`src/rtl/fifo_write_arbiter_pkg.sv`:
```
// Shared types and helpers for the round-robin FIFO write arbiter.
package fifo_write_arbiter_pkg;

    typedef enum logic {
        IDLE  = 1'b0,
        GRANT = 1'b1
    } state_t;

    // Largest supported requester count, and the owner index width it needs.
    localparam int MAX_REQ = 8;
    localparam int PICK_W  = $clog2(MAX_REQ);

    // Index of the first set request after `last`, searching upward and
    // wrapping modulo n. Returns 0 when nothing is requested; callers gate
    // the result with their own valid flag.
    function automatic logic [PICK_W-1:0] rr_pick(
        input logic [MAX_REQ-1:0] req,
        input logic [PICK_W-1:0]  last,
        input int                 n
    );
        logic [PICK_W-1:0] pick;
        logic              found;
        int                idx;
        pick  = '0;
        found = 1'b0;
        for (int off = 1; off <= MAX_REQ; off++) begin
            if (off <= n) begin
                idx = (int'(last) + off) % n;
                if (!found && req[idx[PICK_W-1:0]]) begin
                    pick  = idx[PICK_W-1:0];
                    found = 1'b1;
                end
            end
        end
        return pick;
    endfunction

endpackage

```
`src/rtl/fifo_write_arbiter_rr_priority_pick.sv`:
```
// Combinational rotate-and-priority-encode: next requester after `last`.
module rr_priority_pick
    import fifo_write_arbiter_pkg::*;
#(
    parameter int N_REQ   = 4,
    parameter int OWNER_W = $clog2(N_REQ)
) (
    input  logic [N_REQ-1:0]   req,
    input  logic [OWNER_W-1:0] last,
    output logic [N_REQ-1:0]   winner,
    output logic [OWNER_W-1:0] winner_id,
    output logic               valid
);

    logic [MAX_REQ-1:0] req_pad;
    logic [PICK_W-1:0]  last_pad;
    logic [PICK_W-1:0]  pick;

    // Widen to the package's fixed search width, pick, then narrow back.
    always_comb begin
        // NOTE: every output of this block is assigned on every path, so no latch is inferred.
        req_pad   = MAX_REQ'(req);
        last_pad  = PICK_W'(last);
        pick      = rr_pick(req_pad, last_pad, N_REQ);
        valid     = |req;
        winner_id = OWNER_W'(pick);
        winner    = valid ? (N_REQ'(1) << winner_id) : '0;
    end

endmodule

```
`src/rtl/fifo_write_arbiter.sv`:
```
// Round-robin write-side arbiter sharing one FIFO write port between
// N_REQ producers, granting bursts of up to MAX_BURST accepted beats.
module fifo_write_arbiter
    import fifo_write_arbiter_pkg::*;
#(
    parameter int N_REQ     = 4,
    parameter int DATA_W    = 8,
    parameter int MAX_BURST = 4
) (
    input  logic                      clk,
    input  logic                      reset,
    input  logic [N_REQ-1:0]          req,
    input  logic [N_REQ*DATA_W-1:0]   req_data,
    output logic [N_REQ-1:0]          ack,
    output logic [N_REQ-1:0]          grant,
    output logic [$clog2(N_REQ)-1:0]  owner_id,
    output logic                      busy,
    input  logic                      fifo_full,
    output logic                      fifo_we,
    output logic [DATA_W-1:0]         fifo_data
);

    localparam int ID_W  = $clog2(N_REQ);
    localparam int CNT_W = $clog2(MAX_BURST) + 1;
    localparam logic [CNT_W-1:0] LAST_BEAT = CNT_W'(MAX_BURST - 1);

    state_t            state;
    logic [CNT_W-1:0]  beat_cnt;
    logic              owner_req;
    logic [N_REQ-1:0]  pick_onehot;
    logic [ID_W-1:0]   pick_id;
    logic              pick_valid;

    rr_priority_pick #(
        .N_REQ   (N_REQ),
        .OWNER_W (ID_W)
    ) u_pick (
        .req       (req),
        .last      (owner_id),
        .winner    (pick_onehot),
        .winner_id (pick_id),
        .valid     (pick_valid)
    );

    // Write port: only the owner writes, only in GRANT, never into a full FIFO.
    always_comb begin
        owner_req = req[owner_id];
        fifo_we   = (state == GRANT) && owner_req && !fifo_full;
        ack       = grant & {N_REQ{fifo_we}};
        fifo_data = req_data[int'(owner_id)*DATA_W +: DATA_W];
    end

    // Grant FSM with beat counter; owner_id doubles as the round-robin pointer.
    always_ff @(posedge clk) begin
        // NOTE: sequential state uses non-blocking assignments so every register sees pre-edge values.
        if (!reset) begin
            state    <= IDLE;
            grant    <= '0;
            busy     <= 1'b0;
            beat_cnt <= '0;
            owner_id <= ID_W'(N_REQ - 1);
        end else begin
            case (state)
                IDLE: begin
                    if (pick_valid && !fifo_full) begin
                        state    <= GRANT;
                        grant    <= pick_onehot;
                        owner_id <= pick_id;
                        busy     <= 1'b1;
                        beat_cnt <= '0;
                    end
                end
                GRANT: begin
                    if (!owner_req || (fifo_we && beat_cnt == LAST_BEAT)) begin
                        state    <= IDLE;
                        grant    <= '0;
                        busy     <= 1'b0;
                        beat_cnt <= '0;
                    end else if (fifo_we) begin
                        beat_cnt <= beat_cnt + 1'b1;
                    end
                end
                default: begin
                    state <= IDLE;
                    grant <= '0;
                    busy  <= 1'b0;
                end
            endcase
        end
    end

endmodule
```
`config.mk`:
```
export PLATFORM = sky130hd
export DESIGN_NAME = fifo_write_arbiter
export DESIGN_NICKNAME = d
export VERILOG_FILES = /design/src/rtl/fifo_write_arbiter_pkg.sv /design/src/rtl/fifo_write_arbiter_rr_priority_pick.sv /design/src/rtl/fifo_write_arbiter.sv
export SDC_FILE = /design/constraint.sdc
export NUM_CORES = 1
export LEC_CHECK = 0
export BUFFER_PORTS_ARGS = -buffer_cell sky130_fd_sc_hd__buf_4
export CAP_MARGIN = 20
export CORE_UTILIZATION = 30
export CTS_BUF_LIST = sky130_fd_sc_hd__clkbuf_4
export CTS_CLUSTER_DIAMETER = 100
export DETAILED_ROUTE_END_ITERATION = 16
export GPL_TIMING_DRIVEN = 0
export PLACE_DENSITY = 0.66
export SKIP_LAST_GASP = 1
export SLEW_MARGIN = 20
export SYNTH_ARGS = -nofsm -noshare
export SYNTH_HDL_FRONTEND = slang
export SYNTH_SLANG_ARGS = --single-unit
```
`constraint.sdc`:
```
create_clock -name clk -period 1.72 [get_ports clk]
set_input_delay 0.172 -clock clk [delete_from_list [all_inputs] [get_ports clk]]
set_output_delay 0.172 -clock clk [all_outputs]
set_load 0.05 [all_outputs]
```
**Word level (Yosys, flattened, before mapping)**

Cells that the tools add are included.

- Memories kept: 0
- Bits in latches: 0
- Bits in read-only memories: 0
- Word-level logic and storage cells: 79
- Register bits: 11
- Output and inout port bits: 20
- Memory bits (writable): 0
- Input port bits: 39

- Equality and inequality tests: 4
- $lt $le $gt $ge: 5
- Reduce and logical (&&, ||, !) cells: 21
- Mux-type cells: 31
- Bitwise operators: 6
- Div/mod/pow operators: 0
- Add/sub/neg operators: 5
- Shifts and indexed selects: 2
- $mul: 0

Operators by type and width:

| kind | count |
|---|---|
| $shiftx 32x6->8 | 1 |
| $lt 3x4->1 const B | 4 |
| $bmux 1 s3 | 4 |
| $mux 1 | 12 |
| $mux 4 | 3 |
| $mux 3 | 3 |
| $mux 2 | 4 |
| $pmux 4 s2 | 1 |
| $reduce_or 2->1 | 4 |
| $logic_and 1x1->1 | 7 |
| $pmux 3 s2 | 1 |
| $reduce_and 2->1 | 3 |
| $logic_not 1->1 | 5 |
| $add 2x1->2 const B | 2 |
| $add 2x2->2 const B | 2 |
| $and 1x1->1 const A | 4 |
| $and 4x4->4 | 1 |
| $pmux 1 s2 | 2 |
| $reduce_or 4->1 | 1 |
| $shl 1x2->4 const A | 1 |
| $add 3x1->3 const B | 1 |
| $eq 3x2->1 const B | 1 |
| $lt 2x3->1 const B | 1 |
| $ne 3x2->1 const B | 1 |
| 5 further kinds | 5 |

**Depth between registers and ports, before layout**

- Depth in word-level cells: 19
- Gate-level depth with buffers: 6
- Depth with buffers taken out: 6

**Hierarchy**

A second synthesis with hierarchy kept.

- Cell total of the unflattened synthesis: 93
- Area total of the unflattened synthesis: 959.7 um^2

Modules (own cells, without submodules):

| module | sequential area each (um^2) | cells each | instances | area each (um^2) |
|---|---|---|---|---|
| fifo_write_arbiter | 220.2 | 61 | 1 | 739.5 |
| rr_priority_pick | 0.0 | 32 | 1 | 220.2 |

**Least setup slack after synthesis**

No wires, ideal clock.

- Kind: register to output
- Start: register owner_id[1]
- End: output ack[0]
- Buffers on the path: 0
- Data required time: 1548 ps
- Arrival: 2389 ps
- Path slack: -841 ps
- Cell stages (with the launch flop): 5
- Cell sequence: dfxtp_1 -> mux4_2 -> nand2_1 -> nor2_1 -> and2_1

- Word-level cells in the longest chain between the ends: 5

Ends and longest elaborated chain:

| what | line | RTL |
|---|---|---|
| start, declared | fifo_write_arbiter.sv:16 | `output logic [$clog2(N_REQ)-1:0] owner_id,` |
| start signal, assigned | fifo_write_arbiter.sv:61 | `owner_id <= ID_W'(N_REQ - 1);` |
| start signal, assigned | fifo_write_arbiter.sv:68 | `owner_id <= pick_id;` |
| $bmux 1 s2 | fifo_write_arbiter.sv:47 | `owner_req = req[owner_id];` |
| $mux 1 (not written as such) | fifo_write_arbiter.sv:47 |  |
| $logic_and 1x1->1 (2 in a row) | fifo_write_arbiter.sv:48 | `fifo_we = (state == GRANT) && owner_req && !fifo_full;` |
| named net fifo_we | fifo_write_arbiter.sv:19 | `output logic fifo_we,` |
| $and 4x4->4 | fifo_write_arbiter.sv:49 | `ack = grant & {N_REQ{fifo_we}};` |
| end, declared | fifo_write_arbiter.sv:14 | `output logic [N_REQ-1:0] ack,` |

The timed path passes the listed nets, and every way through them passes these cells. The select of a mux whose other input is x is not followed.

**Worst setup path in the final report**

- Start: register owner_id[1]
- End: output ack[0]

- Word-level cells in the longest chain between the ends: 5

Ends and longest elaborated chain:

| what | line |
|---|---|
| $bmux 1 s2 | fifo_write_arbiter.sv:47 |
| $mux 1 (not written as such) | fifo_write_arbiter.sv:47 |
| $logic_and 1x1->1 (2 in a row) | fifo_write_arbiter.sv:48 |
| $and 4x4->4 | fifo_write_arbiter.sv:49 |

Every way passes these cells. The select of a mux whose other input is x is not followed.

==> flow_summary.yaml <==
yosys:
  ys_types: 29
  synth_xor_area_frac: 0
  synth_compound_area_frac: 0.151
  synth_top_area_frac: 0.277
  ys_ff_latch: 11
  synthSimpleGateAreaFrac: 0.219
  seq_area_frac_synth: 0.277
  synth_top_family_by_area: "multiplexers"
  synthAdderAreaFrac: 0.0315
  syn_area_um2: 795
  synth_area_leaders: "dfxtp_1, mux4_2, nand2_1"
  synth_common_cells: "dfxtp_1, nand2_1, mux4_2"
  yosys-mux-area-fraction: 0.293
  avgSynthCellArea_um2: 9.93
  yosys.area.top_type: "dfxtp_1"
  async_flop_share: 0
  synth_ff_type: "dfxtp_1"
  yosys_warnings: 0
  synth_edf_count: 0
  synth_cells: 80
  syn-num-nets: 121
sta:
  maxSlewViolCount: 0
  max_slew_margin: 0.660
  fmax_mhz: 574
  rsz0062_at_grt: "true"
  layout_setup_ws_ps: -21.9
  hold_viol: 0
  tightest_slew_ps: 504
  setup_viol: 4
  skew_ps: 4.05
  min_period_ps: 1740
  period_share: 1.01
clock_network:
  root_buffer: "clkbuf_4"
  numCtsBuffers: 3
  cts_tree: "done"
  htreeDepth: 1
  clk_pin_slew_ps: 70
  clockBufferDepth: 2
  clk_latency_ps: 270
  hold_buffers: 0
  cts_num_sinks: 11
global_routing:
  antenna_found_initial: 0
  use_met3: 0.0431
  grt_max_degree: 11
  track_usage: 0.176
  grt_most_used_layer: "met2"
  grt_pass1_wl_um: 3620
  grt_use_met1: 0.180
  grt_remaining_overflow: 0
  grt_pass1_vias: 871
  grt_use_met2: 0.348
floorplanning:
  start_util: 0.318
  rows: 18
  die_y_um: 53.5
  pin_count: 59
  die_w_um: 53.5
  die-area_um2: 2860
  core_um2: 2500
placement:
  gp_congestion: 0.745
  dp_hpwl_um: 1880
  place_area_um2: 1280
  place_inst: 167
  port_buffers: 57
layout:
  fill_cells: 231
  seq_area_um2: 228
  multi_input_area_um2: 572
  fin_cells: 173
  layout.nets: 185
  area_growth_pct: 73.7
  antenna_cells: 0
  drive_gt1_frac: 0.580
  fin_area_um2: 1380
critical_path:
  crit_type: "flop to output port"
  critPathLaunchType: "flop"
  arrival_ps: 1570
  path_max_fanout: 5
  rrSetupSlack_ps: 120
  crit_chain: "mux4_2, nand2_2, nor2_4, and2_4, buf_8"
  timing.rr.start: "owner_id[1]"
  reg2regPathDepth: 5
  cp_num_buf_inv: 1
  cp.required_ps: 1550
  timing.rr.end: "grant[1]"
  end_kind: "output port"
  cpLargestDelayFamily: "multiplexers"
  slowest_stage: "mux4_2"
  critical-path-max-stage-delay_ps: 520
route:
  antenna_left: 0
  vias_per_cell: 5.27
  drt_iter0_markers: 17
  via_count: 912
  first_pass_iters: 4
  post-route-drc-count: 0
  routed_wl_um: 2430
  wire_per_inst_um: 14.0
pwr:
  ir_drop_mv: 0.502
  p_leak_uw: 0.000624
  power.density_nw_per_um2: 694
worst_hold_path:
  holdPathEnd: "owner_id[1]"
  holdCritStartpoint: "reset"
  hold_depth: 2
  hold_class: "primary input to flop"
flow_run:
  max_cap_viol_count: 0
status:
  status: "finished with violations"
  failed_checks: "negative setup slack"
-- final cells by class --
class | instances | area share
Buffer | 3 | 0.0209
Tap cell | 30 | 0.0272
Inverter | 2 | 0.00544
Sequential cell | 11 | 0.165
Timing Repair Buffer | 59 | 0.345
Clock buffer | 4 | 0.0218
Multi-Input combinational cell | 64 | 0.414
-- what timing repair did --
action	4_1_cts	5_1_grt
pin swaps	6	1
setup buffers	2	0
gates resized for setup	16	3
setup endpoints to repair	13	12
-- worst register-to-register path, stage by stage, from the launching register on --
cell,delay (ps)
dfxtp_4,360
mux4_2,520
buf_4,160
nand3_2,100
a21oi_1,120
a32o_1,230
-- state kept, by name, summed over array words and instances, names as in the netlist --
signal    count
grant         4
beat_cnt      3
owner_id      2
busy          1
state         1
-- through the flow --
step	setup TNS (ps)	total power, µW	hold slack [ps]	worst slack, ps	util
5_1_grt	-288	1010	319	-72.2	0.552
6_report	-82.5	958	288	-21.9	0.552
3_3_place_gp	0	743	443	95.1	0.511
3_5_place_dp	0	747	448	79.0	0.511
4_1_cts	-167	956	287	-43.7	0.548
2_1_floorplan	0	589	398	17.4	-
-- placed cells by master, fill, tap and decap left out --
cell type	netlist	final
a21o_1	3	3
a21oi_1	3	3
a32o_1	2	2
and2_1	5	1
and2_4	0	4
buf_1	1	1
buf_12	0	1
buf_4	1	54
buf_6	0	1
buf_8	0	4
clkbuf_2	0	1
clkbuf_4	0	4
clkinv_1	1	1
dfxtp_1	11	9
dfxtp_4	0	2
ha_1	2	2
inv_1	1	1
mux2i_1	3	3
mux4_2	9	9
nand2_1	11	10
nand2_2	0	1
nand2b_1	3	3
nand3_2	1	1
nor2_1	5	4
nor2_4	0	1
nor2b_1	2	2
nor3_1	2	2
nor4_1	1	1
o211ai_1	1	1
o21ai_1	1	1
o21bai_1	1	1
o22ai_1	1	1
o311a_1	1	1
o311ai_0	1	1
o32ai_1	2	2
or2_1	1	1
or3_1	3	3
-- power breakdown --
group,switching (µW),leakage [µW],total (µW),internal [µW]
Combinational,267,0.000516,477,210
Clock,88.0,0.0000184,193,105
Sequential,16.0,0.0000901,287,271
Total,371,0.000624,958,587
-- how the worst max path moves through the flow --
stage                     start     end  slack [ps]  cells past startpoint
floorplan           owner_id[1]  ack[0]          20                      4
global placement    owner_id[1]  ack[0]         100                      5
detailed placement  owner_id[1]  ack[3]          80                      5
CTS                 owner_id[1]  ack[3]         -40                      5
global route        owner_id[1]  ack[2]         -70                      5
finish              owner_id[1]  ack[0]         -20                      5
-- logic make-up after synthesis --
| kind of cell | after synthesis |
|---|---|
| flip-flops | 11 |
| buffers and inverters | 5 |
| AND/OR/NAND/NOR | 34 |
| AO/OA/AOI/OAI | 16 |
| multiplexers | 12 |
| adder cells (fa/ha/maj) | 2 |
-- metal layers --
| layer | part of all wire | vias to the layer above |
|---|---|---|
| met3 | 0.12 | 0 |
| met4 | 0 | 0 |
| li1 | - | 435 |
| met5 | 0 | - |
| met1 | 0.37 | 422 |
| met2 | 0.52 | 55 |
Power figures use the tool's default switching activity.
